File: config.mk
export PLATFORM = sky130hd
export DESIGN_NAME = lcd_hex_driver
export DESIGN_NICKNAME = d
export VERILOG_FILES = /design/src/rtl/lcd_hex_driver.sv
export SDC_FILE = /design/constraint.sdc
export NUM_CORES = 1
export LEC_CHECK = 0
export ABC_AREA = 1
export CAP_MARGIN = 20
export CORE_MARGIN = 10
export CORE_UTILIZATION = 30
export CTS_CLUSTER_SIZE = 12
export DETAILED_ROUTE_END_ITERATION = 10
export MAX_ROUTING_LAYER = met4
export SLEW_MARGIN = 0
export SYNTH_ARGS = -nofsm -noshare
export SYNTH_HDL_FRONTEND = slang
export SYNTH_SLANG_ARGS = --single-unit
export TNS_END_PERCENT = 10
File: constraint.sdc
create_clock -name SYS_clk -period 6.4 [get_ports SYS_clk]
set_input_delay 0.96 -clock SYS_clk [delete_from_list [all_inputs] [get_ports SYS_clk]]
set_output_delay 0.96 -clock SYS_clk [all_outputs]
set_load 0.01 [all_outputs]
File: src/rtl/lcd_hex_driver.sv
// rtl/lcd_hex_driver.sv - HD44780 16x2 LCD driver showing selector code and 32-bit debug word in hex
//
// Purpose: runs the LCD power-up wait and the 4-byte init sequence (0x38, 0x0C, 0x01, 0x06).
//          It then refreshes the panel forever with 34-byte frames:
//            line 1 "SEL=xx"
//            line 2 "0xXXXXXXXX"
//          Each byte is one SU -> EN -> WAIT transaction.
// Ports:
//   SYS_clk    - system clock, rising edge
//   SYS_rst    - asynchronous active-low reset
//   disp_data  - 32-bit debug word, captured at the start of each frame
//   disp_sel   - 8-bit selector code, captured at the start of each frame
//   LCD_DATA   - LCD data bus
//   LCD_RS     - 0 = command, 1 = character
//   LCD_RW     - tied 0 (write only)
//   LCD_EN     - registered enable strobe
//   LCD_ON     - tied 1
//   init_done  - high once init completes, until reset
//   frame_done - one-cycle pulse when a full frame has been written
module lcd_hex_driver #(
   parameter int T_PWR = 750000,
   parameter int T_SU  = 2,
   parameter int T_EN  = 12,
   parameter int T_GAP = 2000,
   parameter int T_CLR = 82000
) (
   input  logic        SYS_clk,
   input  logic        SYS_rst,
   input  logic [31:0] disp_data,
   input  logic [7:0]  disp_sel,
   output logic [7:0]  LCD_DATA,
   output logic        LCD_RS,
   output logic        LCD_RW,
   output logic        LCD_EN,
   output logic        LCD_ON,
   output logic        init_done,
   output logic        frame_done
);

   localparam int M1   = (T_PWR > T_CLR) ? T_PWR : T_CLR;
   localparam int M2   = (T_GAP > T_EN) ? T_GAP : T_EN;
   localparam int M3   = (M2 > T_SU) ? M2 : T_SU;
   localparam int CMAX = (M1 > M3) ? M1 : M3;
   localparam int CW   = $clog2(CMAX + 1);

   localparam logic [CW-1:0] L_PWR = CW'(T_PWR - 1);
   localparam logic [CW-1:0] L_SU  = CW'(T_SU - 1);
   localparam logic [CW-1:0] L_EN  = CW'(T_EN - 1);
   localparam logic [CW-1:0] L_GAP = CW'(T_GAP - 1);
   localparam logic [CW-1:0] L_CLR = CW'(T_CLR - 1);

   typedef enum logic [1:0] {S_PWRUP, S_SU, S_EN, S_WAIT} state_t;

   state_t        state, state_n;
   logic [CW-1:0] cnt, cnt_n, wait_lim;
   logic [5:0]    idx, idx_n;
   logic          frm, frm_n;
   logic          en_n, rs_n, done_n, fd_n, load;
   logic [7:0]    data_n;
   logic [7:0]    snap_sel;
   logic [31:0]   snap_data;

   assign LCD_RW = 1'b0;
   assign LCD_ON = 1'b1;

   function automatic logic [7:0] hex_ascii(input logic [3:0] n);
      return (n < 4'd10) ? (8'h30 + {4'h0, n}) : (8'h37 + {4'h0, n});
   endfunction

   // Byte for position i of the init sequence (frm=0) or of a frame (frm=1).
   function automatic logic [7:0] byte_for(input logic frm_i, input logic [5:0] i,
                                           input logic [7:0] s, input logic [31:0] d);
      logic [7:0] b;
      b = 8'h20;
      if (!frm_i) begin
         case (i[1:0])
            2'd0:    b = 8'h38;
            2'd1:    b = 8'h0C;
            2'd2:    b = 8'h01;
            default: b = 8'h06;
         endcase
      end else begin
         case (i)
            6'd0:    b = 8'h80;
            6'd1:    b = 8'h53;
            6'd2:    b = 8'h45;
            6'd3:    b = 8'h4C;
            6'd4:    b = 8'h3D;
            6'd5:    b = hex_ascii(s[7:4]);
            6'd6:    b = hex_ascii(s[3:0]);
            6'd17:   b = 8'hC0;
            6'd18:   b = 8'h30;
            6'd19:   b = 8'h78;
            6'd20:   b = hex_ascii(d[31:28]);
            6'd21:   b = hex_ascii(d[27:24]);
            6'd22:   b = hex_ascii(d[23:20]);
            6'd23:   b = hex_ascii(d[19:16]);
            6'd24:   b = hex_ascii(d[15:12]);
            6'd25:   b = hex_ascii(d[11:8]);
            6'd26:   b = hex_ascii(d[7:4]);
            6'd27:   b = hex_ascii(d[3:0]);
            default: b = 8'h20;
         endcase
      end
      return b;
   endfunction

   // Clear-display (init byte 2) needs the long post-pulse wait.
   assign wait_lim = (!frm && idx == 6'd2) ? L_CLR : L_GAP;

   always_comb begin
      state_n = state;
      cnt_n   = cnt + CW'(1);
      idx_n   = idx;
      frm_n   = frm;
      en_n    = LCD_EN;
      rs_n    = LCD_RS;
      data_n  = LCD_DATA;
      done_n  = init_done;
      fd_n    = 1'b0;
      load    = 1'b0;
      case (state)
         S_PWRUP: if (cnt == L_PWR) begin
            state_n = S_SU;
            cnt_n   = '0;
            idx_n   = '0;
            frm_n   = 1'b0;
            load    = 1'b1;
         end
         S_SU: if (cnt == L_SU) begin
            state_n = S_EN;
            cnt_n   = '0;
            en_n    = 1'b1;
         end
         S_EN: if (cnt == L_EN) begin
            state_n = S_WAIT;
            cnt_n   = '0;
            en_n    = 1'b0;
         end
         default: if (cnt == wait_lim) begin
            state_n = S_SU;
            cnt_n   = '0;
            load    = 1'b1;
            if (!frm && idx == 6'd3) begin
               frm_n  = 1'b1;
               idx_n  = '0;
               done_n = 1'b1;
            end else if (frm && idx == 6'd33) begin
               idx_n = '0;
               fd_n  = 1'b1;
            end else begin
               idx_n = idx + 6'd1;
            end
         end
      endcase
      // Data and RS are only updated when a new SU begins, so they hold through EN and WAIT.
      if (load) begin
         data_n = byte_for(frm_n, idx_n, snap_sel, snap_data);
         rs_n   = frm_n && (idx_n != 6'd0) && (idx_n != 6'd17);
      end
   end

   always_ff @(posedge SYS_clk or negedge SYS_rst) begin
      if (!SYS_rst) begin
         state      <= S_PWRUP;
         cnt        <= '0;
         idx        <= '0;
         frm        <= 1'b0;
         LCD_EN     <= 1'b0;
         LCD_RS     <= 1'b0;
         LCD_DATA   <= 8'h00;
         init_done  <= 1'b0;
         frame_done <= 1'b0;
         snap_sel   <= 8'h00;
         snap_data  <= 32'h0;
      end else begin
         state      <= state_n;
         cnt        <= cnt_n;
         idx        <= idx_n;
         frm        <= frm_n;
         LCD_EN     <= en_n;
         LCD_RS     <= rs_n;
         LCD_DATA   <= data_n;
         init_done  <= done_n;
         frame_done <= fd_n;
         // Capture on the first cycle of the 0x80 transaction; characters are loaded later.
         if (state == S_SU && frm && idx == 6'd0 && cnt == '0) begin
            snap_sel  <= disp_sel;
            snap_data <= disp_data;
         end
      end
   end

endmodule
* Yosys cells after proc, flatten, opt, wreduce, memory -nomap -nowiden
Cells that the tools add are included.
** Operators by class
- Add/subtract/negate cells :: 22
- Multipliers :: 0
- Div/mod/pow operators :: 0
- $lt $le $gt $ge :: 10
- Equality and inequality tests :: 32
- Shift operators :: 0
- Mux-type cells :: 43
- Bitwise logic cells :: 1
- Reductions and logical operators :: 22
** Operators by type and width (count)
- $pmux W8 S18 :: 1
- $add A6 B4 Y7 const A :: 20
- $mux W20 :: 4
- $mux W7 :: 10
- $eq A6 B5 Y1 const B :: 11
- $pmux W20 S3 :: 1
- $lt A4 B4 Y1 const B :: 10
- $eq A6 B2 Y1 const B :: 4
- $mux W6 :: 4
- $add A20 B1 Y20 const B :: 1
- $eq A20 B1 Y1 const B :: 1
- $eq A20 B17 Y1 :: 1
- $eq A20 B20 Y1 const B :: 1
- $eq A20 B4 Y1 const B :: 1
- $logic_not A20 Y1 :: 1
- $eq A6 B3 Y1 const B :: 3
- $pmux W6 S3 :: 1
- $mux W17 :: 1
- $logic_not A6 Y1 :: 2
- $pmux W6 S2 :: 1
- $mux W1 :: 11
- $logic_and A1 B1 Y1 :: 8
- $mux W2 :: 4
- $mux W8 :: 1
- 19 further kinds :: 27
** Storage, ports and cells
- Register bits :: 81
- Bits in latches :: 0
- RAM bits :: 0
- ROM bits :: 0
- Input port bits :: 42
- Output and inout port bits :: 14
- Logic and storage cells :: 141
- Memories :: 0

* Depth between registers and ports, before layout
- Depth in word-level cells :: 9
- Mapped depth :: 21
- Mapped depth without buffers :: 20

* Worst setup path after synthesis
Ideal clock, no wire load.
- Path kind :: reg2reg
- Start point :: reg idx[0]
- End point :: reg LCD_DATA[6]
- Library setup time :: 0.118 ns
- Data arrival time :: 2.323 ns
- Data required time :: 6.282 ns
- Slack :: 3.960 ns
- Stages on the path, launching flop included :: 18
- Clock period less this slack :: 2.440 ns
- Cell sequence :: dfrtp_1 > inv_1 > ha_1 > inv_1 > nor2_1 > nand3_4 > nand2_1 > nand2_4 > nand3_4 > o21ai_1 > a21boi_1 > nor2_4 > buf_2 > o21a_1 > a21oi_1 > nand3_1 > nand3_1 > nand2_1
** On the way
- Word-level cells in the longest chain between the ends :: 9
- Elaborated cells between the ends (all ways) :: 39
- Classes of those cells :: add/sub (1); eq/ne (21); mux (13); reduce/logical (4)
** Ends and longest elaborated chain
- from (decl) :: line 56 : logic [5:0] idx, idx_n;
- from (signal assigned) :: line 179 : idx <= idx_n;
- $eq A6 B2 Y1 or $eq A6 B6 Y1 (tied branches) :: line 109, 148
- $logic_and A1 B1 Y1, on equally long branches :: line 109, 148
- $mux W17 or $mux W6 (tied branches) :: line 109, 148
- $eq A20 B17 Y1 or $mux W6 (tied branches) :: line 140, 144
- $mux W6 :: line 140 : default: if (cnt == wait_lim) begin
- $pmux W6 S2 :: line 122 : case (state)
- $eq A6 B5 Y1, or another cell as far along :: line 83 : case (i)
- $pmux W8 S18 :: line 83
- $mux W8 :: line 75 : if (!frm_i) begin
- to (signal assigned) :: line 183 : LCD_DATA <= data_n;
- to (decl) :: line 31 : output logic [7:0] LCD_DATA,
Parallel ways exist; a longest one is shown, timed or not.
A chain may end at the register's enable or synchronous reset.

* Worst setup path in the final report
- Start point :: reg cnt[10]
- End point :: reg cnt[6]
** On the way
- Word-level cells in the longest chain between the ends :: 3
- Elaborated cells between the ends (all ways) :: 9
- Classes of those cells :: eq/ne (4); mux (5)
** Ends and longest elaborated chain
- from (decl) :: line 55 : logic [CW-1:0] cnt, cnt_n, wait_lim;
- from (signal assigned) :: line 178 : cnt <= cnt_n;
- $eq A20 B17 Y1, or another cell as far along :: line 140
- $mux W20, on equally long branches
- $pmux W20 S3 * :: line 122
- named net cnt_n[6] :: line 55
The timed path passes the listed nets; every way through them passes the cells marked *.

==> impl_metrics.tcl <==
set metrics [dict create \
    status "finished clean" \
    overflow 0 \
    start_util_pct 30.27 \
    synthSimpleGateAreaFrac_pct 34.72 \
    finalSetupViolations 0 \
    yosys-top-cells-area "dfrtp_1 33%, nand2_1 8.6%, nand3_1 8.0%" \
    syn_inst 815 \
    synth_commonest_cells "140 x nand2_1, 109 x nor2_1, 97 x nand3_1, 94 x inv_1, 81 x dfrtp_1" \
    tightestPinTransition_ns 0.9176 \
    reg2regPathDepth 10 \
    critical_path_class "reg2reg" \
    grt_pass1_vias 5236 \
    synth-edff-count 0 \
    slew_headroom_pct 38.61 \
    ios 56 \
    ir_drop_uv 107.5 \
    netlist.area_leader.share_pct 33.31 \
    cts-resized-gates 0 \
    min_period_ns 2.976 \
    synth_top_family_by_area "simple AND/OR/NAND/NOR gates" \
    grt_pass1_wl_mm 26.88 \
    fin_hold_ws_ns 0.4866 \
    synth.largest_area_cell "dfrtp_1" \
    whs_path_depth 1 \
    clk_pin_slew_ns 0.07 \
    swShare_pct 24.25 \
    die_h_um 162.4 \
    synth_compound_area_share_pct 6.291 \
    postRouteWirelength_mm 15.98 \
    post-route-period-util_pct 46.51 \
    synth_flop_cell "dfrtp_1" \
    switchingPower_uw 279.3 \
    drc 0 \
    worstPathArrival_ns 3.21 \
    vias 5338 \
    cp.required_ns 6.63 \
    portBuffers 53 \
    synth.distinct_cells 42 \
    rows 52 \
    path_common_cell "nor2_1" \
    clk-insertion-delay-late_ns 0.36 \
    synth_area_sq_um 6086 \
    muxShareOfSynthArea_pct 7.401 \
    fin_nets 921 \
    yosys_warnings 0 \
    track_usage_pct 12.87 \
    tns_ns 0 \
    synthXorXnorAreaFrac_pct 5.181 \
    postLayoutCoreUtil_pct 35.47 \
    antenna_cells 0 \
    design.die.area_sq_um 26380 \
    synth-seq-area-share_pct 33.31 \
    syn_avg_cell_area_sq_um 7.467 \
    crit_path_top_delay_cell "nor4_1" \
    grt_max_degree 62 \
    start_kind "flop" \
    antenna_left 0 \
    maxCapViolCount 0 \
    firstDrtPassIters 5 \
    hold_viol 0 \
    numCtsBuffers 9 \
    clkPwrFrac_pct 45.5 \
    p_int_uw 872.6 \
    cp-end-kind "flop" \
    holdBufCountCts 0 \
    synthesis.nets 879 \
    synthArstFlopShare_pct 100.0 \
    die_w_um 162.4 \
    synth_most_common_cell "nand2_1" \
    post-cts-setup-buffer-count 0 \
    routabilityCongestion 0.8952 \
    cpPeakStageDelay_ns 0.51 \
    drt-wirelength-per-cell_um 14.13 \
    cts_tree "built" \
    min_path_type "reg2reg" \
    comb_power_share_pct 7.9 \
    rsz0062_at_grt "no" \
    drive_above_1_share_pct 12.43 \
    skew_ns 0.01451 \
    clock-sinks 81 \
    h-tree-depth 3 \
    p_total_uw 1152 \
    synthAdderAreaFrac_pct 4.523 \
    clock-root-buffer "clkbuf_16" \
    vias_per_cell 4.720 \
    powerDensity_nw_per_um2 161.5 \
    syn_to_final_growth_pct 17.19 \
    drt_first_iter_violations 384 \
    synth-seq-cells 81 \
    slew_violations 0 \
    r2r_setup_slack_ns 3.42 \
    p_seq_share_pct 46.6 \
    power_leakage_uw 0.003296 \
    path_cells "nor2_1 -> inv_1 -> nor4_1 -> o21ai_0 -> a21oi_1 -> nand2_1 -> nor2_1 -> nor2_1 -> inv_1 -> nor3_1" \
    path_max_fanout 12 \
    fmax_mhz 336.0 \
    coreArea_sq_um 20100 \
    antenna_found_initial 0 \
    hpwl_mm 12.48 \
    cts_max_path_buffers 2 \
]
registers in the layout, summed over array words and instances, names as in the netlist:
| signal | count |
|---|---|
| state | 2 |
| init_done | 1 |
| LCD_DATA | 8 |
| LCD_EN | 1 |
| snap_data | 32 |
| snap_sel | 8 |
| cnt | 20 |
| LCD_RS | 1 |
| frame_done | 1 |
| frm | 1 |
| idx | 6 |
per-layer routing:
metal / vias to the layer above / GRT usage (%) / wire [um]
met4: 0 / 4.632 / 263
met1: 2472 / 15.84 / 7525
met5: - / - / 0
li1: 2744 / - / -
met3: 21 / 2.907 / 582
met2: 101 / 20.30 / 7604
through the flow:
step	worst slack, ns	std cells	instance area (sq um)
4_1_cts	2.927	1130	7112
6_report	3.424	1131	7132
3_5_place_dp	2.942	1115	6827
3_3_place_gp	3.025	1115	6827
2_1_floorplan	3.960	815	6086
5_1_grt	2.933	1131	7132
worst max-delay path: cells and delay by family, from the launching register on:
family	cells	cell delay, ns
AOI/OAI and AO/OA	2	0.36
buffers and inverters	2	0.45
DFF	1	0.49
and+or+nand+nor	6	1.55
power by group through the flow:
stage                     clock network (uW)  registers (uW)  logic [uW]
after floorplan                            0             543        47.0
after global placement                     0             546        92.0
after detailed placement                   0             547        93.2
after CTS                                540             537        93.5
after global routing                     564             538         105
final                                    524             537        91.1
layout make-up:
class | count | area [sq um]
Clock buffer | 10 | 229.0
Timing Repair Buffer | 56 | 563.0
Clock inverter | 5 | 56.30
Multi-Input combinational cell | 610 | 3547
Fill cell | 2207 | 12970
Inverter | 99 | 371.6
Sequential cell | 81 | 2027
Tap cell | 270 | 337.8
layout by cell type (no fill, tap or decap), types with 4 or more instances in the layout:
cell / instances
nand2_2: 12
nor2_1: 109
mux2_2: 40
nor2_2: 8
ha_1: 22
nand3b_1: 14
nor3_1: 16
dfrtp_1: 81
clkbuf_16: 9
nor4_1: 7
a21oi_1: 10
o21ai_1: 15
inv_2: 5
nor2_4: 7
clkdlybuf4s50_1: 52
inv_1: 94
o21bai_1: 4
xnor2_1: 5
xor2_1: 31
nand2_1: 139
nand3_1: 97
o21ai_0: 29
nand4_1: 18
worst paths after layout:
check	startpoint	end
min	init_done$_DFFE_PN0P_	init_done$_DFFE_PN0P_
max in group asynchronous	SYS_rst	snap_data[17]$_DFFE_PN0P_
max reg2reg	cnt[10]$_DFF_PN0_	cnt[6]$_DFF_PN0_
min reg2reg	init_done$_DFFE_PN0P_	init_done$_DFFE_PN0P_
min in group asynchronous	SYS_rst	cnt[10]$_DFF_PN0_
max	cnt[10]$_DFF_PN0_	cnt[6]$_DFF_PN0_
logic make-up (layout without fill, tap and decap cells):
group                    Yosys count  count (layout)
other                              2               2
adder cells (fa/ha/maj)           22              22
XOR/XNOR                          36              36
AND/OR/NAND/NOR                  442             442
buffers and inverters            124             170
multiplexers                      40              40
AO/OA/AOI/OAI                     68              68
flip-flops                        81              81
(Power assumes the default switching activity.)
